### src/rtl/hmac_pkg.sv
// Shared constants and state type for the HMAC pad/finalisation sequencer.
package hmac_pkg;

   localparam logic [31:0] IPAD_WORD   = 32'h36363636;
   localparam logic [31:0] OPAD_WORD   = 32'h5c5c5c5c;
   localparam logic [31:0] SHA_PAD_BIT = 32'h80000000;
   localparam int          SHA_BLOCK_W = 512;
   localparam int          SHA_LEN_W   = 64;
   localparam int          SHA_WORDS   = SHA_BLOCK_W / 32;

   typedef enum logic [2:0] {
      IDLE     = 3'd0,
      IPAD     = 3'd1,
      WAIT_DIG = 3'd2,
      OPAD     = 3'd3,
      FINAL    = 3'd4
   } hmac_seq_state_t;

   // XOR every 32-bit word of a block with the same pad pattern.
   function automatic logic [SHA_BLOCK_W-1:0] pad_xor(input logic [SHA_BLOCK_W-1:0] blk,
                                                      input logic [31:0]            pattern);
      return blk ^ {SHA_WORDS{pattern}};
   endfunction

endpackage

### src/rtl/hmac_final_fmt.sv
// Builds the outer-hash final block: inner digest, SHA padding bit, zero fill, 64-bit bit length.
module hmac_final_fmt
   import hmac_pkg::*;
#(
   parameter int DIGEST_W = 160
) (
   input  logic [DIGEST_W-1:0]    digest,
   output logic [SHA_BLOCK_W-1:0] blk
);

   localparam int                   DIG_WORDS = DIGEST_W / 32;
   // Outer message is one key block plus the inner digest.
   localparam logic [SHA_LEN_W-1:0] MSG_BITS  = SHA_LEN_W'(SHA_BLOCK_W + DIGEST_W);

   always_comb begin
      blk                              = '0;
      blk[DIGEST_W-1:0]                = digest;
      blk[32*DIG_WORDS +: 32]          = SHA_PAD_BIT;
      blk[32*(SHA_WORDS-2) +: 32]      = MSG_BITS[63:32];
      blk[32*(SHA_WORDS-1) +: 32]      = MSG_BITS[31:0];
   end

endmodule

### src/rtl/hmac_pad_seq.sv
// HMAC sequencer: emits ipad, opad and final outer blocks to the SHA core over valid/ready.
module hmac_pad_seq
   import hmac_pkg::*;
#(
   parameter int DIGEST_W = 160,
   parameter int BLOCK_W  = 512
) (
   input  logic                clk,
   input  logic                rst_n,
   input  logic                clr,
   input  logic                key_valid,
   output logic                key_ready,
   input  logic [BLOCK_W-1:0]  key,
   input  logic                digest_valid,
   output logic                digest_ready,
   input  logic [DIGEST_W-1:0] digest_in,
   output logic                blk_valid,
   input  logic                blk_ready,
   output logic [BLOCK_W-1:0]  blk_data,
   output logic                blk_first,
   output logic                blk_last,
   output logic                hmac_done
);

   if ((DIGEST_W % 32) != 0 || DIGEST_W < 160 || DIGEST_W > 256) begin : g_bad_digest_w
      $error("hmac_pad_seq: DIGEST_W must be a multiple of 32 in 160..256");
   end
   if (BLOCK_W != SHA_BLOCK_W) begin : g_bad_block_w
      $error("hmac_pad_seq: BLOCK_W must equal SHA_BLOCK_W");
   end

   hmac_seq_state_t      state, state_next;
   logic [BLOCK_W-1:0]   key_q;
   logic [DIGEST_W-1:0]  digest_q;
   logic [BLOCK_W-1:0]   final_blk;
   logic                 key_fire, digest_fire, final_fire;

   // clr suppresses every handshake so an aborted sequence leaves no side effects.
   assign key_fire    = key_valid    & key_ready    & ~clr;
   assign digest_fire = digest_valid & digest_ready & ~clr;
   assign final_fire  = (state == FINAL) & blk_ready & ~clr;

   hmac_final_fmt #(
      .DIGEST_W (DIGEST_W)
   ) u_final_fmt (
      .digest (digest_q),
      .blk    (final_blk)
   );

   always_ff @(posedge clk or negedge rst_n) begin
      if (!rst_n) begin
         state <= IDLE;
      end else begin
         state <= state_next;
      end
   end

   always_comb begin
      state_next = state;
      if (clr) begin
         state_next = IDLE;
      end else begin
         case (state)
            IDLE:     if (key_valid)    state_next = IPAD;
            IPAD:     if (blk_ready)    state_next = WAIT_DIG;
            WAIT_DIG: if (digest_valid) state_next = OPAD;
            OPAD:     if (blk_ready)    state_next = FINAL;
            FINAL:    if (blk_ready)    state_next = IDLE;
            default:                    state_next = IDLE;
         endcase
      end
   end

   always_comb begin
      key_ready    = 1'b0;
      digest_ready = 1'b0;
      blk_valid    = 1'b0;
      blk_first    = 1'b0;
      blk_last     = 1'b0;
      blk_data     = '0;
      case (state)
         IDLE: begin
            key_ready = 1'b1;
         end
         IPAD: begin
            blk_valid = 1'b1;
            blk_first = 1'b1;
            blk_data  = pad_xor(key_q, IPAD_WORD);
         end
         WAIT_DIG: begin
            digest_ready = 1'b1;
         end
         OPAD: begin
            blk_valid = 1'b1;
            blk_first = 1'b1;
            blk_data  = pad_xor(key_q, OPAD_WORD);
         end
         FINAL: begin
            blk_valid = 1'b1;
            blk_last  = 1'b1;
            blk_data  = final_blk;
         end
         default: begin
            key_ready = 1'b0;
         end
      endcase
   end

   // Key and digest only move on their own handshake, so block data is stable under backpressure.
   always_ff @(posedge clk or negedge rst_n) begin
      if (!rst_n) begin
         key_q     <= '0;
         digest_q  <= '0;
         hmac_done <= 1'b0;
      end else begin
         if (key_fire) begin
            key_q <= key;
         end
         if (digest_fire) begin
            digest_q <= digest_in;
         end
         hmac_done <= final_fire;
      end
   end

endmodule

### config.mk
export PLATFORM = sky130hd
export DESIGN_NAME = hmac_pad_seq
export DESIGN_NICKNAME = d
export VERILOG_FILES = /design/src/rtl/hmac_pkg.sv /design/src/rtl/hmac_final_fmt.sv /design/src/rtl/hmac_pad_seq.sv
export SDC_FILE = /design/constraint.sdc
export NUM_CORES = 1
export LEC_CHECK = 0
export ABC_CLOCK_PERIOD_IN_PS = 5000
export CORE_AREA = 4 4 463 465
export CTS_CLUSTER_DIAMETER = 150
export CTS_CLUSTER_SIZE = 8
export DETAILED_ROUTE_END_ITERATION = 10
export DIE_AREA = 0 0 467 469
export PLACE_DENSITY = 0.31
export SYNTH_ARGS = -nofsm -noshare
export SYNTH_HDL_FRONTEND = slang
export SYNTH_SLANG_ARGS = --single-unit
### constraint.sdc
create_clock -name clk -period 5 [get_ports clk]
set_clock_uncertainty 0.15 [all_clocks]
set_input_delay 1 -clock clk [delete_from_list [all_inputs] [get_ports clk]]
set_output_delay 1 -clock clk [all_outputs]
set_load 0.02 [all_outputs]
# [Word level (Yosys, flattened, before mapping)]
# Cells that the tools add are included.
# W data, S select, Z words.
[word_totals] out_inout_bits=518 in_bits=678 register_bits=676 wordCells=39
[op_classes] muxes=13 n_eq_ne=9 n_reduce_logical=4 n_bitwise=9
[op_table] cell="$pmux W512 S3" n=1
[op_table] cell="$not A256 Y256" n=2
[op_table] cell="$mux W3" n=6
[op_table] cell="$ne A3 B3 Y1 const B" n=5
[op_table] cell="$pmux W3 S5" n=1
[op_table] cell="$and A1 B1 Y1" n=6
[op_table] cell="$eq A3 B2 Y1 const B" n=2
[op_table] cell="$mux W1" n=5
[op_table] cell="$reduce_and A5 Y1" n=1
[op_table] cell="$eq A3 B1 Y1 const B" n=1
[op_table] cell="$eq A3 B3 Y1 const B" n=1
[op_table] cell="$logic_not A3 Y1" n=1
[op_table] cell="$reduce_or A3 Y1" n=1
[op_table] cell="$reduce_or A2 Y1" n=1
[op_table] cell="$not A1 Y1" n=1

# [Logic depth before layout (Yosys ltp)]
# Gate-level depths: netlist (run 1).
[depth] depth_word=4 mapped_depth=8

# [Cells and area by module]
# A second synthesis (run 1) with hierarchy kept.
[hier_totals] cells_unflattened=3153 hier_area_um2=36088.4
[by_module_without_submodules] mod="hmac_pad_seq" area_each_um2=32237.2 cells_each=2639 seq_area_each_um2=16916.2 instances=1
[by_module_without_submodules] mod="hmac_final_fmt" area_each_um2=3851.2 cells_each=514 seq_area_each_um2=0.0 instances=1

# [Worst setup path before layout (run 1)]
# OpenSTA, ideal clock, no wires.
[synth_timing] kind="reg-to-output" startpoint="register state[1]" endpoint="output blk_data[13]" n_path_buf=3 t_arrival_ps=1680 stages_incl_launch_ff=6 path_slack_ps=2170 path_cell_list="dfrtp_1 buf_2 buf_2 clkbuf_1 xor2_1 o21ai_0"
[synth_via] elab_chain_cells=2 elab_cells_between_ends=4 classes_between="eq/ne (3); mux (1)"
[synth_lines] item="start, declared" line="hmac_pad_seq.sv:32" rtl="hmac_seq_state_t state, state_next;"
[synth_lines] item="start signal, assigned" line="hmac_pad_seq.sv:54" rtl="state <= state_next;"
[synth_lines] item="$eq A3 B3 Y1, or another cell as far along" line="hmac_pad_seq.sv:81" rtl="case (state)"
[synth_lines] item="$pmux W512 S3 *" line="hmac_pad_seq.sv:81"
[synth_lines] item="end, declared" line="hmac_pad_seq.sv:19" rtl="output logic [BLOCK_W-1:0] blk_data,"
# Mark *: on every way between the ends. The rest lies on a longest branch, timed or not.

# [Worst setup path in the final report (run 1)]
[layout_timing] startpoint="register state[1]" endpoint="output blk_data[446]"
# The elaborated chain is that of the path after synthesis.

==> results of run 1 <==
[power groups by stage]
stage               Sequential (µW)  Clock, µW  Combinational [µW]
global placement               8660          0                6020
floorplan                      7850          0                3200
detailed placement             8590          0                6030
CTS                            8510       6480                6070
finish                         8440       6130                5900
global route                   8640       6600                6400
[final cells by class]
| cell class | instances | area [µm²] |
|---|---|---|
| multi-input cells | 1579 | 12910 |
| well taps | 2805 | 3510 |
| clock buffers | 97 | 2406 |
| fillers | 22420 | 160900 |
| diodes | 11 | 27.53 |
| repair buffers | 1252 | 12740 |
| inverters | 3 | 23.77 |
| flip-flops and latches | 676 | 16920 |
| clock inverters | 9 | 143.9 |
[cell usage in the layout, fill, tap and decap left out, types with 2 or more instances in the layout]
master / n
and2_1: 87
nand2_1: 126
xnor2_1: 129
o21ai_0: 98
buf_12: 28
clkdlybuf4s50_1: 1193
inv_16: 2
xor2_1: 128
clkinv_16: 2
clkbuf_16: 96
mux2_1: 541
o21ai_1: 24
a22o_1: 40
dfrtp_1: 675
nor3_1: 2
buf_4: 30
diode_2: 11
mux2_2: 131
inv_6: 2
clkinv_2: 2
nor2_1: 263
[flip-flops by register name, summed over array words and instances (netlist names)]
signal / cells
digest_q: 160
state: 3
key_q: 512
hmac_done: 1
[metal layers]
layer,wire length [µm],vias to the layer above
met5,310,-
met4,4466,48
met3,16950,319
met2,85680,1022
met1,69400,11770
li1,-,10520
[per-stage QoR]
stage          cell area, µm²  std cells  setup slack, ns    util  hold WS (ns)
2_1_floorplan           30810       2435            2.170       -        0.3056
3_3_place_gp            46100       6315           0.9336  0.2200        0.3149
3_5_place_dp            46100       6315           0.8989  0.2200        0.3229
4_1_cts                 48650       6421          0.03619  0.2321        0.1319
5_1_grt                 48660       6426          0.06934  0.2322        0.1705
6_report                48680       6432           0.2911  0.2323        0.1709
[critical path: stages, from the launching register on]
cell	delay, ns
dfrtp_4	0.42
buf_12	0.30
buf_12	0.43
buf_4	0.43
xnor2_1	0.12
nor2_1	0.18
clkdlybuf4s50_1	0.66
[worst min-delay path by stage]
stage	end	startpoint	cells past startpoint	slack, ns
2_1_floorplan	key_q[160]$_DFFE_PN0P_	key_q[160]$_DFFE_PN0P_	1	0.31
3_3_place_gp	key_q[415]$_DFFE_PN0P_	key_q[415]$_DFFE_PN0P_	1	0.31
3_5_place_dp	key_q[288]$_DFFE_PN0P_	key_q[288]$_DFFE_PN0P_	1	0.32
4_1_cts	key_q[129]$_DFFE_PN0P_	rst_n	1	0.13
5_1_grt	key_q[111]$_DFFE_PN0P_	rst_n	1	0.17
6_report	key_q[111]$_DFFE_PN0P_	rst_n	1	0.17
[cell families (layout without fill, tap and decap cells)]
kind of cell           after synthesis  in the layout  share of synthesized area
other                                0             11                          0
buffers and inverters              180           1361                    0.03289
flip-flops                         676            676                     0.5490
AND/OR/NAND/NOR                    485            485                    0.06741
AO/OA/AOI/OAI                      165            165                    0.03204
XOR/XNOR                           257            257                    0.07305
multiplexers                       672            672                     0.2456
[repair_timing]
action	4_1_cts	5_1_grt
setup endpoints to repair	0	1
endpoints found under the hold margin	0	0
gates resized for setup	0	2
==> impl_results.md, run 1 <==
- Core Area: 209600 µm²
- #FFs+latches synth: 676
- WL/cell: 27.49 µm
- Crit Path Max Fanout: 85
- Tcrit/Tclk final: 0.9418
- Finish-stage setup viols: 0
- Met1 Usage GRT: 0.1788
- Grt total ovfl: 0
- Final nets: 4285
- R2r worst-path depth: 6
- Met2 usage: 0.2697
- Sw Pwr: 6932 µW
- Synth Flop Type: dfrtp_1
- CP Capture Type: output pin
- CP required: around 3.9 ns
- Post-synth EDFFs: 0
- Count leader, synth: dfrtp_1
- Initial antenna violation count: 113
- Routed vias/inst: 3.682
- Status: complete, no violations
- Initial Util: 0.1470
- Setup crit start: state[1]$_DFFE_PN0P_
- Worst Tran Pin Value: 1.044 ns
- CP arrival: approximately 3.6 ns
- Top Usage Layer GRT: met2
- CTS Buffer Depth: 3
- Layout cells sized above 1: 0.08379
- Setup Crit Path Kind: register to output pin
- Routed wire length: 176.8 mm
- Clk root buf: clkbuf_16
- PwrDens: 420.4 nW/µm²
- Maximum VDD drop: 0.2624 mV
- Worst hold path class: input port to async pin
- Worst rel slew slack: 0.3043
- Mapped Area: 30810 µm²
- P_leak: 0.01936 µW
- Clock group share of total power: 0.299
- Mapped Nets: ~3100
- Setup TNS: 0 ns
- Upper clock frequency limit: 212.4 MHz
- Total iterations of the first detailed-routing run: 5
- Met3 Use GR: 0.06446
- Top cells by instance count after synthesis: dfrtp_1 (676), mux2_1 (541), nor2_1 (263)
- Reg-to-reg critical path endpoint: digest_q[61]$_DFFE_PN0P_
- Yosys warnings: 0
- Die width: 467 µm
- Hold bufs inserted after CTS: 0
- Logic pwr share: 0.288
- Yosys top cell by area: dfrtp_1
- Clk sink count: around 680
- Die Y: approximately 470 µm
- Avg Cell Area, Syn: 12.65 µm²
- Clock Latency Late Sink: around 0.7 ns
- Slew Viols, Final: 0
- Setup bufs post-CTS: 0
- FP Rows: around 170
- Fin crit period: 4.709 ns
- H-Tree Depth: 3
- DPL Wire Length: around 140 mm
- R2R Path Start: state[1]$_DFFE_PN0P_
- CTS buffer count: 95
- Asr flop ratio synth: 1.000
- Total track usage: 0.1561
- Residual DRC count: 0
- Design Power: 20460 µW
- Synth top area share: 0.5490
- RSZ-0062 raised after global routing: no
- Cells after Synth: about 2400
- CTS tree: done
- Sequential share of power: 0.412
- First-pass GRT wire length: 235.7 mm
- Max-cap violations: 0
- Synth cell types: 28
- Via count: 23680
- Pin count of the biggest net entering global routing: 124
- # IOs: 1196
- Area Growth Syn to Fin: 57.99%
- Die area: 219000 µm²
- Crit path launch type: register
- Vias in the first global route: 25680
- Sequential fraction of the synthesis area: 0.5490
- Port bufs: 1195
- Final Hold Viols: 0
- GPL Wtd Cong: 0.8489
- Routed Antenna Nets: 0
- Int Pwr: 13530 µW
- Top post-synthesis cells by area: dfrtp_1 (55%), mux2_1 (20%), mux2_2 (4.8%)
- R2R Setup Slk: ~1.8 ns
- Initial drt markers: 852
- Switching Fraction: 0.3387
- Clock transition at the registers of the reported paths: 0.06 ns
- CP endpoint: blk_data[446]
(Power assumes the default switching activity.)
==> run 2: changes to the inputs <==
CORE_AREA = 2 2 461 463   (was 4 4 463 465)
CTS_CLUSTER_SIZE = default   (was 8)
DIE_AREA = 0 0 463 465   (was 0 0 467 469)
==> impl_results.md, run 2 (synthesized netlist as in run 1, its figures left out) <==
- Max stage delay on crit path: about 0.69 ns
- Port bufs: 1195
- Routed vias/inst: 3.633
- Die width: 463 µm
- Setup TNS: 0 ns
- GPL Wtd Cong: 0.8177
- Grt total ovfl: 0
- Die Y: approximately 470 µm
- Via count: approximately 24000
- Initial drt markers: roughly 880
- Most frequent cells in the layout: clkdlybuf4s50_1 (1193), dfrtp_1 (675), mux2_1 (541)
- Routed wire length: around 170 mm
- Clk sink count: 676
- Initial antenna violation count: 117
- # IOs: approximately 1200
- Clk root buf: clkbuf_16
- Final Hold Viols: 0
- Worst Tran Pin Value: 0.9104 ns
- CTS buffer count: 99
- Cells after DPL: 6334
- Die area: 215300 µm²
- Largest register FFs: 512
- Fin cells: 6543
- Clock transition at the registers of the reported paths: 0.06 ns
- FP Rows: roughly 170
- Setup Crit Path Kind: register to output pin
- Setup bufs post-CTS: 0
- Most common cell after layout, fill and taps aside: clkdlybuf4s50_1
- WP buf/inv: 3
- CP required: 3.85 ns
- Worst hold path class: input port to async pin
- P_leak: 0.01973 µW
- Worst rel slew slack: 0.3930
- Area of the multi-input gates: between 10000 and 15000 µm²
- Fin crit period: between 4 and 5 ns
- CP Capture Type: output pin
- Slew Viols, Final: 0
- Crit path launch type: register
- Finish-stage setup viols: 0
- # fillers: 22770
- Total iterations of the first detailed-routing run: 5
- Register area: 16920 µm²
- Worst hold margin: ~0.15 ns
- Util after Layout: 0.2345
- DPL Wire Length: 131.4 mm
- RSZ-0062 raised after global routing: no
- PwrDens: 432.5 nW/µm²
- Initial Util: 0.1462
- Tcrit/Tclk final: 0.9397
- CTS tree: done
- Pin count of the biggest net entering global routing: 97
- Worst-path cell chain: or3b_1 -> bufinv_8 -> buf_4 -> nand2_1 -> o21ai_0 -> clkdlybuf4s50_1
- Top reg by flops: key_q
- H-Tree Depth: 3
- Largest regs: key_q: 512 flops, digest_q: 160 flops, state: 3 flops
- Area Growth Syn to Fin: 60.44%
- Layout cells sized above 1: 0.09705
- Crit Path Max Fanout: 47
- Residual DRC count: 0
- Crit path max-delay cell type: clkdlybuf4s50_1
- Upper clock frequency limit: 212.8 MHz
- Maximum VDD drop: about 0.27 mV
- First-pass GRT wire length: 231.6 mm
- CP arrival: 3.55 ns
- Core Area: 210800 µm²
- Vias in the first global route: 25930
- CTS Buffer Depth: 3
- Total track usage: 0.1550
- Routed Antenna Nets: 0
- CP top delay family: buffers and inverters
- Clock Latency Late Sink: 0.71 ns
- Final nets: 4292
- Max-cap violations: 0
- Status: complete, no violations
- WL/cell: 26.11 µm
run 2: cell count changes in the layout (fill, tap and decap cells not counted), moves of 4 or more:
cell	previous run	this run
diode_2	11	33
clkbuf_1	1	19
clkbuf_8	0	25
clkbuf_16	96	100
clkinv_2	2	18
buf_4	30	37
buf_12	28	23
run 2: metal layers:
metal / GRT usage / part of all wire
met3: 0.07334 / 0.099
met2: 0.2599 / 0.48
met5: 0 / 0.0022
met4: 0.05382 / 0.036
met1: 0.1713 / 0.38
run 2: power by group:
| group | switching, µW | internal (µW) |
|---|---|---|
| Sequential | 1220 | 7120 |
| Clock | 2970 | 4150 |
| Combinational | 2900 | 3020 |
run 2: per-stage QoR:
| step | setup slack (ns) | cell area [µm²] | power, µW |
|---|---|---|---|
| after detailed placement | 0.8972 | 46080 | 14530 |
| after CTS | 0.07602 | 49340 | 21980 |
| after global routing | 0.05953 | 49390 | 22650 |
| after floorplan | 2.170 | 30810 | 11050 |
| after global placement | 0.9754 | 46080 | 14550 |
| final | 0.3016 | 49430 | 21380 |
run 2: area by class of cell:
cell class	count	share of cell area
clock buffers	144	0.05902
inverters	3	0.0006074
flip-flops and latches	676	0.3423
clock inverters	32	0.006935
multi-input cells	1579	0.2611
repair buffers	1255	0.2570
diodes	33	0.001670
well taps	2821	0.07140
run 2: final timing paths:
kind                                          end  slack, ns              startpoint  cells past startpoint
hold reg to reg            key_q[160]$_DFFE_PN0P_       0.33  key_q[160]$_DFFE_PN0P_                      1
setup reg to reg            key_q[45]$_DFFE_PN0P_       1.98    state[1]$_DFFE_PN0P_                      5
hold / removal             key_q[103]$_DFFE_PN0P_       0.15                   rst_n                      1
setup / recovery                     blk_data[89]       0.30    state[2]$_DFFE_PN0P_                      6
min in group clk           key_q[160]$_DFFE_PN0P_       0.33  key_q[160]$_DFFE_PN0P_                      1
max in group asynchronous  key_q[396]$_DFFE_PN0P_       3.36                   rst_n                      2
run 2: what timing repair did:
action,in CTS,in global routing
endpoints found under the setup margin,0,8
hold buffers,0,0
gates resized for setup,0,2
run 2: worst register-to-register path, stage by stage, from the launching register on:
cell	delay [ns]
dfrtp_4	0.42
buf_12	0.37
nor4_2	0.14
nand2_4	0.56
buf_4	0.80
mux2_1	0.45
